--- src/rtl/ifetch_pkg.sv ---
// ifetch_pkg: shared widths, PC increment and the fetch-buffer entry layout
// for the instruction fetch stage.
package ifetch_pkg;

  localparam int XLEN = 64;
  localparam int ILEN = 32;

  // Every instruction is 4 bytes, so sequential fetch advances by this.
  localparam logic [XLEN-1:0] PC_STEP = 64'd4;

  // One buffered fetch: the address it came from and the instruction word.
  typedef struct packed {
    logic [XLEN-1:0] pc;
    logic [ILEN-1:0] inst;
  } fetch_entry_t;

  localparam int ENTRY_W = $bits(fetch_entry_t);

endpackage

--- src/rtl/fetch_fifo.sv ---
// fetch_fifo: small synchronous FIFO with flush. The head entry is read
// straight from registered storage, so dout/empty/full depend only on flops.
// Flush empties the FIFO and overrides a push in the same cycle. A push into
// a full FIFO is accepted only when a pop frees a slot in the same cycle.
module fetch_fifo #(
  parameter int DEPTH = 2,   // power of two, >= 2
  parameter int WIDTH = 96
) (
  input  logic             clk,
  input  logic             rst,    // synchronous, active-high
  input  logic             push,
  input  logic             pop,
  input  logic             flush,
  input  logic [WIDTH-1:0] din,
  output logic [WIDTH-1:0] dout,
  output logic             full,
  output logic             empty
);

  localparam int PTR_W = $clog2(DEPTH);
  localparam int CNT_W = PTR_W + 1;

  logic [WIDTH-1:0] mem_q [DEPTH];
  logic [WIDTH-1:0] mem_d [DEPTH];
  logic [PTR_W-1:0] wr_ptr_q, wr_ptr_d;
  logic [PTR_W-1:0] rd_ptr_q, rd_ptr_d;
  logic [CNT_W-1:0] count_q, count_d;
  logic             do_push, do_pop;

  assign full  = (count_q == CNT_W'(DEPTH));
  assign empty = (count_q == '0);
  assign dout  = mem_q[rd_ptr_q];

  assign do_pop  = pop && !empty;
  assign do_push = push && (!full || do_pop);

  // Next-state for storage, pointers and occupancy.
  always_comb begin
    // NOTE: every output of this block gets a default first so no path
    // leaves a value unassigned (which would infer a latch).
    mem_d    = mem_q;
    wr_ptr_d = wr_ptr_q;
    rd_ptr_d = rd_ptr_q;
    count_d  = count_q;
    if (flush) begin
      wr_ptr_d = '0;
      rd_ptr_d = '0;
      count_d  = '0;
    end else begin
      if (do_push) begin
        mem_d[wr_ptr_q] = din;
        // Depth is a power of two, so the pointer wraps by overflow.
        wr_ptr_d = wr_ptr_q + PTR_W'(1);
      end
      if (do_pop) begin
        rd_ptr_d = rd_ptr_q + PTR_W'(1);
      end
      count_d = count_q + CNT_W'(do_push) - CNT_W'(do_pop);
    end
  end

  // State registers with synchronous reset.
  always_ff @(posedge clk) begin
    // NOTE: non-blocking assignments here so every flop samples the values
    // from before this edge, regardless of statement order.
    if (rst) begin
      // NOTE: the storage is reset because the head entry is visible on
      // dout even when empty, and it must read as zero out of reset.
      mem_q    <= '{default: '0};
      wr_ptr_q <= '0;
      rd_ptr_q <= '0;
      count_q  <= '0;
    end else begin
      mem_q    <= mem_d;
      wr_ptr_q <= wr_ptr_d;
      rd_ptr_q <= rd_ptr_d;
      count_q  <= count_d;
    end
  end

endmodule

--- src/rtl/ifetch.sv ---
// ifetch: instruction fetch stage. Drives the PC onto the ROM read port,
// buffers {pc, inst} pairs in fetch_fifo and hands them to decode over a
// valid/ready handshake. A redirect re-steers the PC and flushes the buffer.
// Build option: define IFETCH_MISALIGN_TRAP_EN to make a misaligned redirect
// set a sticky fetch_fault and stop fetching until reset; otherwise the
// redirect target is force-aligned and fetch_fault is tied low.
module ifetch
  import ifetch_pkg::*;
#(
  parameter logic [XLEN-1:0] RESET_PC   = 64'h0,
  parameter int              FIFO_DEPTH = 2
) (
  input  logic            HCLK,
  input  logic            HRESET,
  output logic [XLEN-1:0] HADDR,
  output logic            HWRITE,
  output logic [XLEN-1:0] HWDATA,
  input  logic [XLEN-1:0] HRDATA,
  input  logic            redirect_valid,
  input  logic [XLEN-1:0] redirect_pc,
  output logic            inst_valid,
  input  logic            inst_ready,
  output logic [ILEN-1:0] inst,
  output logic [XLEN-1:0] inst_pc,
  output logic            fetch_fault
);

  logic [XLEN-1:0] pc_q, pc_d;
  logic            fetch_en;
  logic            pop;
  logic            fifo_full, fifo_empty;
  logic            fault;
  fetch_entry_t    push_entry;
  fetch_entry_t    head_entry;

  // Read-only port: the address is always the current PC.
  assign HADDR  = pc_q;
  assign HWRITE = 1'b0;
  assign HWDATA = '0;

  assign push_entry = '{pc: pc_q, inst: HRDATA[ILEN-1:0]};

  assign inst_valid = !fifo_empty;
  assign inst       = head_entry.inst;
  assign inst_pc    = head_entry.pc;
  assign pop        = inst_valid && inst_ready;

  // A slot is available either because the buffer has room or because
  // decode is draining the head this same cycle.
  assign fetch_en = !redirect_valid && !fault && (!fifo_full || pop);

`ifdef IFETCH_MISALIGN_TRAP_EN
  logic fault_q, fault_d;
  logic hrdata_unused;

  assign fault         = fault_q;
  assign fetch_fault   = fault_q;
  assign hrdata_unused = ^HRDATA[XLEN-1:ILEN];

  // Next PC and sticky fault: redirect wins, misaligned targets trap.
  always_comb begin
    pc_d    = pc_q;
    fault_d = fault_q;
    if (redirect_valid) begin
      pc_d = redirect_pc;
      if (redirect_pc[1:0] != 2'b00) fault_d = 1'b1;
    end else if (fetch_en) begin
      pc_d = pc_q + PC_STEP;
    end
  end

  // PC and fault registers; only reset clears the fault.
  always_ff @(posedge HCLK) begin
    if (HRESET) begin
      pc_q    <= RESET_PC;
      fault_q <= 1'b0;
    end else begin
      pc_q    <= pc_d;
      fault_q <= fault_d;
    end
  end
`else
  logic bits_unused;

  assign fault       = 1'b0;
  assign fetch_fault = 1'b0;
  assign bits_unused = ^{HRDATA[XLEN-1:ILEN], redirect_pc[1:0]};

  // Next PC: redirect wins and is force-aligned; otherwise step on fetch.
  always_comb begin
    pc_d = pc_q;
    if (redirect_valid) begin
      pc_d = {redirect_pc[XLEN-1:2], 2'b00};
    end else if (fetch_en) begin
      pc_d = pc_q + PC_STEP;
    end
  end

  // PC register.
  always_ff @(posedge HCLK) begin
    if (HRESET) pc_q <= RESET_PC;
    else        pc_q <= pc_d;
  end
`endif

  fetch_fifo #(
    .DEPTH (FIFO_DEPTH),
    .WIDTH (ENTRY_W)
  ) u_fetch_fifo (
    .clk   (HCLK),
    .rst   (HRESET),
    .push  (fetch_en),
    .pop   (pop),
    .flush (redirect_valid),
    .din   (push_entry),
    .dout  (head_entry),
    .full  (fifo_full),
    .empty (fifo_empty)
  );

endmodule
--- config.mk ---
export PLATFORM = sky130hd
export DESIGN_NAME = ifetch
export DESIGN_NICKNAME = d
export VERILOG_FILES = /design/src/rtl/ifetch_pkg.sv /design/src/rtl/fetch_fifo.sv /design/src/rtl/ifetch.sv
export SDC_FILE = /design/constraint.sdc
export NUM_CORES = 1
export LEC_CHECK = 0
export CAP_MARGIN = 20
export CORE_MARGIN = 3
export CORE_UTILIZATION = 44
export CTS_CLUSTER_SIZE = 14
export DETAILED_ROUTE_END_ITERATION = 8
export PLACE_DENSITY = 0.78
export SYNTH_ARGS = -nofsm -noshare
export SYNTH_HDL_FRONTEND = slang
export SYNTH_SLANG_ARGS = --single-unit
--- constraint.sdc ---
create_clock -name HCLK -period 2.4 [get_ports HCLK]
set_clock_uncertainty 0.15 [all_clocks]
set_input_delay 0.48 -clock HCLK [delete_from_list [all_inputs] [get_ports HCLK]]
set_output_delay 0.48 -clock HCLK [all_outputs]
set_load 0.01 [all_outputs]
== After elaboration in Yosys (flattened, before gate mapping) ==
Cells that the tools add are included.
Operators by class
  $add $sub $neg: 5
  magnitude comparators: 3
  eq/ne operators: 1
  muxes and demuxes: 8
  bitwise operators: 3
  reductions and logical operators: 14
Operators by type and width (count)
  2-to-1 mux 96 bit: 4
  bitwise mux 192 bit: 1
  2-to-1 mux 64 bit: 2
  demux 96 bit (select 1 bit): 1
  adder 64 x 3 -> 64 bit, second input constant: 1
  logical AND 1 bit: 5
  greater-or-equal comparator 2 bit, second input constant: 2
  NOT 1 -> 2 bit: 2
  zero test 1 bit: 3
  adder 1 bit, second input constant: 2
  adder 2 x 1 -> 2 bit: 1
  == test 2 bit, second input constant: 1
  zero test 2 bit: 1
  logical OR 1 bit: 2
  less-than comparator 2 x 1 -> 1 bit, second input constant: 1
  AND reduction 2 bit: 1
  nonzero test 2 bit: 1
  OR reduction 2 bit: 1
  subtractor 2 x 1 -> 2 bit: 1
  NOT 1 bit: 1
Word-level totals
  register bits: 260
  output and inout bits: 227
  logic and storage cells: 41

== Logic depth before layout (Yosys ltp) ==
  depth after elaboration: 8
  depth in mapped cells: 8

== Modules after synthesis ==
Synthesis repeated with hierarchy kept, for this count alone.
Unflattened totals
  cells, all modules: 1415
  area total of the unflattened synthesis: 13596.8 µm²
Modules (own cells, without submodules)
  fetch_fifo: times used 1, cells an instance 864, area an instance 9235.1 µm²
  ifetch: times used 1, cells an instance 551, area an instance 4361.7 µm²

== Worst setup path after synthesis ==
No wires, ideal clock.
  path type: flip-flop to flip-flop
  start: reg pc_q[43] (netlist: HADDR[43])
  end: reg pc_q[51] (netlist: HADDR[51])
  setup time: 0.086 ns
  arrival time: 2.194 ns
  data required time: 2.164 ns
  setup slack: -0.030 ns
  stages on the path, launching flop included: 7
  path buffers: 1
  period minus slack after synthesis: 2.430 ns
  path through: dfxtp_1 bufbuf_16 nand4_1 or4_4 nor4_4 mux2_2 a211oi_1
Between the ends
  longest elaborated chain between the ends: 3
Ends and longest elaborated chain
  start, declared: line ifetch.sv:28  | logic [XLEN-1:0] pc_q, pc_d;
  start signal, assigned: line ifetch.sv:102  | else pc_q <= pc_d;
  adder 64 x 3 -> 64 bit: line ifetch.sv:95  | pc_d = pc_q + PC_STEP;
  2-to-1 mux 64 bit: line ifetch.sv:94  | end else if (fetch_en) begin
  2-to-1 mux 64 bit: line ifetch.sv:92  | if (redirect_valid) begin
Every way passes these cells. The select of a mux whose other input is x is not followed.
A chain may end at the register's enable or synchronous reset.

== Worst setup path after layout ==
  start: reg u_fetch_fifo.rd_ptr_q
  end: out inst_pc[13]
Between the ends
  longest elaborated chain between the ends: 4
Ends and longest elaborated chain
  start, declared: line fetch_fifo.sv:26  | logic [PTR_W-1:0] rd_ptr_q, rd_ptr_d;
  start signal, assigned: line fetch_fifo.sv:76  | rd_ptr_q <= rd_ptr_d;
  NOT 1 -> 2 bit (not written as such): line fetch_fifo.sv:32  | assign dout = mem_q[rd_ptr_q];
  2-to-1 mux 96 bit (not written as such) (3 in series): line fetch_fifo.sv:32
  end, declared: line ifetch.sv:24  | output logic [XLEN-1:0] inst_pc,
Every way passes these cells. The select of a mux whose other input is x is not followed.

==> results by group <==
Min path
  • Cells on Worst Hold Path: 2
  • HP Start: HRESET
  • Endpoint, Worst Hold: HADDR[62]
  • Hold Crit Class: in -> reg

Logic synthesis
  • Post-synth EDFFs: 0
  • Synth Warn #: 0
  • Mapped Avg Cell Area: 8.085 um2
  • Cells after Synth: 1533
  • Largest cells by area after synthesis: dfxtp_1, nand2_1, mux2_2
  • Synth cell types: 60
  • Primary FF master, synth: dfxtp_1
  • Post-Synthesis Cell Area: 12390 um2
  • Yosys top cell by area: dfxtp_1
  • Asr flop ratio synth: 0%
  • Yosys reg bits: 254
  • Synth top area share: roughly 41%
  • Register area share after synthesis: 41.03%

Layout
  • Post-route design area: 16510 um2
  • Synthesis-to-layout area growth: 33.24%
  • Ant diodes: 0
  • Fill cells: 2373
  • Share of cells above drive strength 1: 22.63%
  • Nets@finish: 1956

Worst setup path
  • Worst R2R Path Depth: 6
  • Worst reg2reg setup slack: 80 ps
  • Crit-path max FO: 15
  • Critical path class: reg -> out
  • CP max-delay cell: dfxtp_4
  • Worst r2r dst: HADDR[56]
  • Critical Path RT: 1770 ps
  • Crit end category: primary output
  • Crit-path max cell delay: 380 ps
  • CP Cell Sequence: buf_8 -> mux2_2 -> dlygate4sd2_1
  • Critical R2R Launch: HADDR[37]
  • Arrival time of the worst setup path: 1750 ps
  • Critical path startpoint category: flip-flop

Clock network
  • Root Buffer: clkbuf_16
  • H-tree Lvls: 1
  • Clk slew on worst S/H paths: 60 ps
  • Hold_buf cts: 0
  • CTS sink cnt: 254
  • Clk buf depth: 3
  • Cts bufs inserted: 28
  • CTS tree: built
  • Worst skew pair latency: 540 ps

Placed design
  • # port buffers: 254
  • Post-place instance area: between 15000 and 20000 um2
  • Routability congestion estimate: 0.8650
  • Detailed Place HPWL: 26730 um

Floorplanning
  • Die X: 173.8 um
  • Starting Density: 45.36%
  • Total core area: 27330 um2
  • Die height: 173.8 um
  • FP Rows: 60
  • Die Area: 30220 um2
  • IO Pins: between 300 and 400

STA
  • Slew of the pin with the lowest slew margin: 665.0 ps
  • Max Slew Vio Count: 0
  • RSZ-0062 raised after global routing: true
  • Setup TNS: 0 ps
  • Final hold slack: 52.30 ps
  • Fin crit period: 2380 ps
  • Final period utilization: 99.19%
  • Setup Viol. Count Final: 0
  • Final Hold Fails: 0
  • Slew headroom: between 50% and 60%
  • Fmax: approximately 0.42 GHz

Pwr
  • Static leakage: 6.445 nW
  • PD cells: 621.5 nW/um2
  • Total power: 10.26 mW
  • VDD IR max: 0.0005081 V

Global route
  • Total GRT Usage: 24.57%
  • Largest net degree at the start of global routing: approximately 130
  • Gr ovfl total: 0
  • Vias in the first global route: 11520
  • Initial antenna violation count: 2
  • Global-route wire length before repair: ~62000 um

Drt
  • DR vias: 11900
  • Antenna-violating nets left: 0
  • Routed Wire Length: 39690 um
  • Vias per cell: between 5 and 6
  • Mean routed wirelength per cell: 17.92 um
  • DRT Pass-1 Iters: 5
  • Initial DRC Count: 964
  • Remaining DRCs: 0

Run status
  • Status: finished clean

Flow run
  • Max Cap Violations: 0
metrics by stage:
step	setup slack [ps]	std cells	utilization, %
6_report	19.50	2215	60.44
5_1_grt	-34.67	2215	60.44
4_1_cts	-73.90	2204	60.29
3_5_place_dp	-292.9	2146	57.64
3_3_place_gp	-297.5	2146	57.64
2_1_floorplan	2.309	1602	-
layer usage:
metal | vias up | global-route usage, % | wire, um
li1 | 5666 | - | -
met2 | 511 | 41.54 | 19160
met1 | 5654 | 32.54 | 16380
met4 | 4 | 5.798 | 972
met3 | 69 | 4.643 | 3155
met5 | - | 0 | 21
cells by family (layout without fill, tap and decap cells):
group | after synthesis | count (layout) | synth area share (%)
compound gates | 268 | 268 | 12.35
xor+xnor | 42 | 42 | 2.968
fa+ha+maj | 2 | 2 | 0.2019
buf+inv | 214 | 455 | 9.277
flops | 254 | 254 | 41.03
mux | 106 | 106 | 9.520
other cells | 1 | 70 | 0.03026
simple gates | 646 | 646 | 24.63
placed cells by master (no fill, tap or decap), drive strengths merged, types with 2 or more instances in the layout:
cell,netlist,final
conb,1,70
nor2b,2,2
o31ai,2,2
nor4,32,32
mux2i,11,11
xor2,11,11
nand2b,2,2
or2,3,3
a211oi,35,35
nand4,34,34
xnor2,31,31
nor2,59,59
clkdlybuf4s50,0,159
or4b,2,2
nor3b,3,3
clkdlybuf4s15,0,2
a311oi,7,7
and3,16,16
o211ai,5,5
a21oi,198,198
or4,7,7
o211a,2,2
and2,5,5
clkbuf,99,58
nor3,14,14
or3,8,8
nand2,416,416
nand3,26,26
dlygate4sd2,0,7
inv,8,8
mux2,95,95
dfxtp,254,254
ha,2,2
buf,106,213
o21ai,10,10
and4,15,15
clkinv,0,7
flip-flops by register name, summed over array words and instances (netlist names):
register	cells
u_fetch_fifo.rd_ptr_q	1
u_fetch_fifo.mem_q	188
u_fetch_fifo.count_q	2
HADDR	62
u_fetch_fifo.wr_ptr_q	1
cell usage after synthesis (all sizes together) (2+ instances only):
cell type and count:
o211a 2, inv 8, or3 8, a211oi 35
o31ai 2, a21oi 198, or4b 2, xnor2 31
or2 3, nor4 32, nor2b 2, o21ai 10
mux2i 11, and2 5, mux2 95, nor3 14
xor2 11, buf 106, nor2 59, nand2b 2
dfxtp 254, and3 16, or4 7, nor3b 3
o211ai 5, and4 15, nand3 26, nand2 416
nand4 34, ha 2, a311oi 7, clkbuf 99
worst max-delay path: cells and delay by family, from the launching register on:
kind     cells  cell delay [ps]
buf+inv      2              470
mux          1              360
flops        1              380
worst max-delay path by stage:
| stage | from | to | slack (ps) | depth (start not counted) |
|---|---|---|---|---|
| after floorplan | HADDR[36] | HADDR[51] | 2 | 6 |
| after global placement | inst_ready | HADDR[53] | -300 | 7 |
| after detailed placement | inst_ready | HADDR[52] | -290 | 6 |
| after CTS | u_fetch_fifo.rd_ptr_q | inst_pc[13] | -70 | 4 |
| after global routing | HADDR[26] | HADDR[60] | -30 | 6 |
| final | u_fetch_fifo.rd_ptr_q | inst_pc[13] | 20 | 3 |
power breakdown:
| group | switching, mW | internal [mW] |
|---|---|---|
| clock network | 1.72 | 2.34 |
| registers | 0.125 | 4.41 |
| logic | 0.882 | 0.789 |
| total | 2.73 | 7.53 |
what timing repair did:
action                                  4_1_cts  5_1_grt
pin swaps                                     0        2
setup buffers                                 5       10
cloned                                        2        2
gates resized for setup                     333       44
endpoints found under the setup margin       94       51
cell type report:
| class | instances | area (um2) | area share, % |
|---|---|---|---|
| Sequential cell | 254 | 5095 | 30.85 |
| Clock buffer | 43 | 818.3 | 4.955 |
| Timing Repair Buffer | 396 | 3547 | 21.48 |
| Clock inverter | 8 | 43.79 | 0.2652 |
| Inverter | 8 | 31.28 | 0.1894 |
| Tap cell | 372 | 465.4 | 2.818 |
| Multi-Input combinational cell | 1134 | 6514 | 39.44 |
No activity file was read; power rests on OpenSTA's default activity.
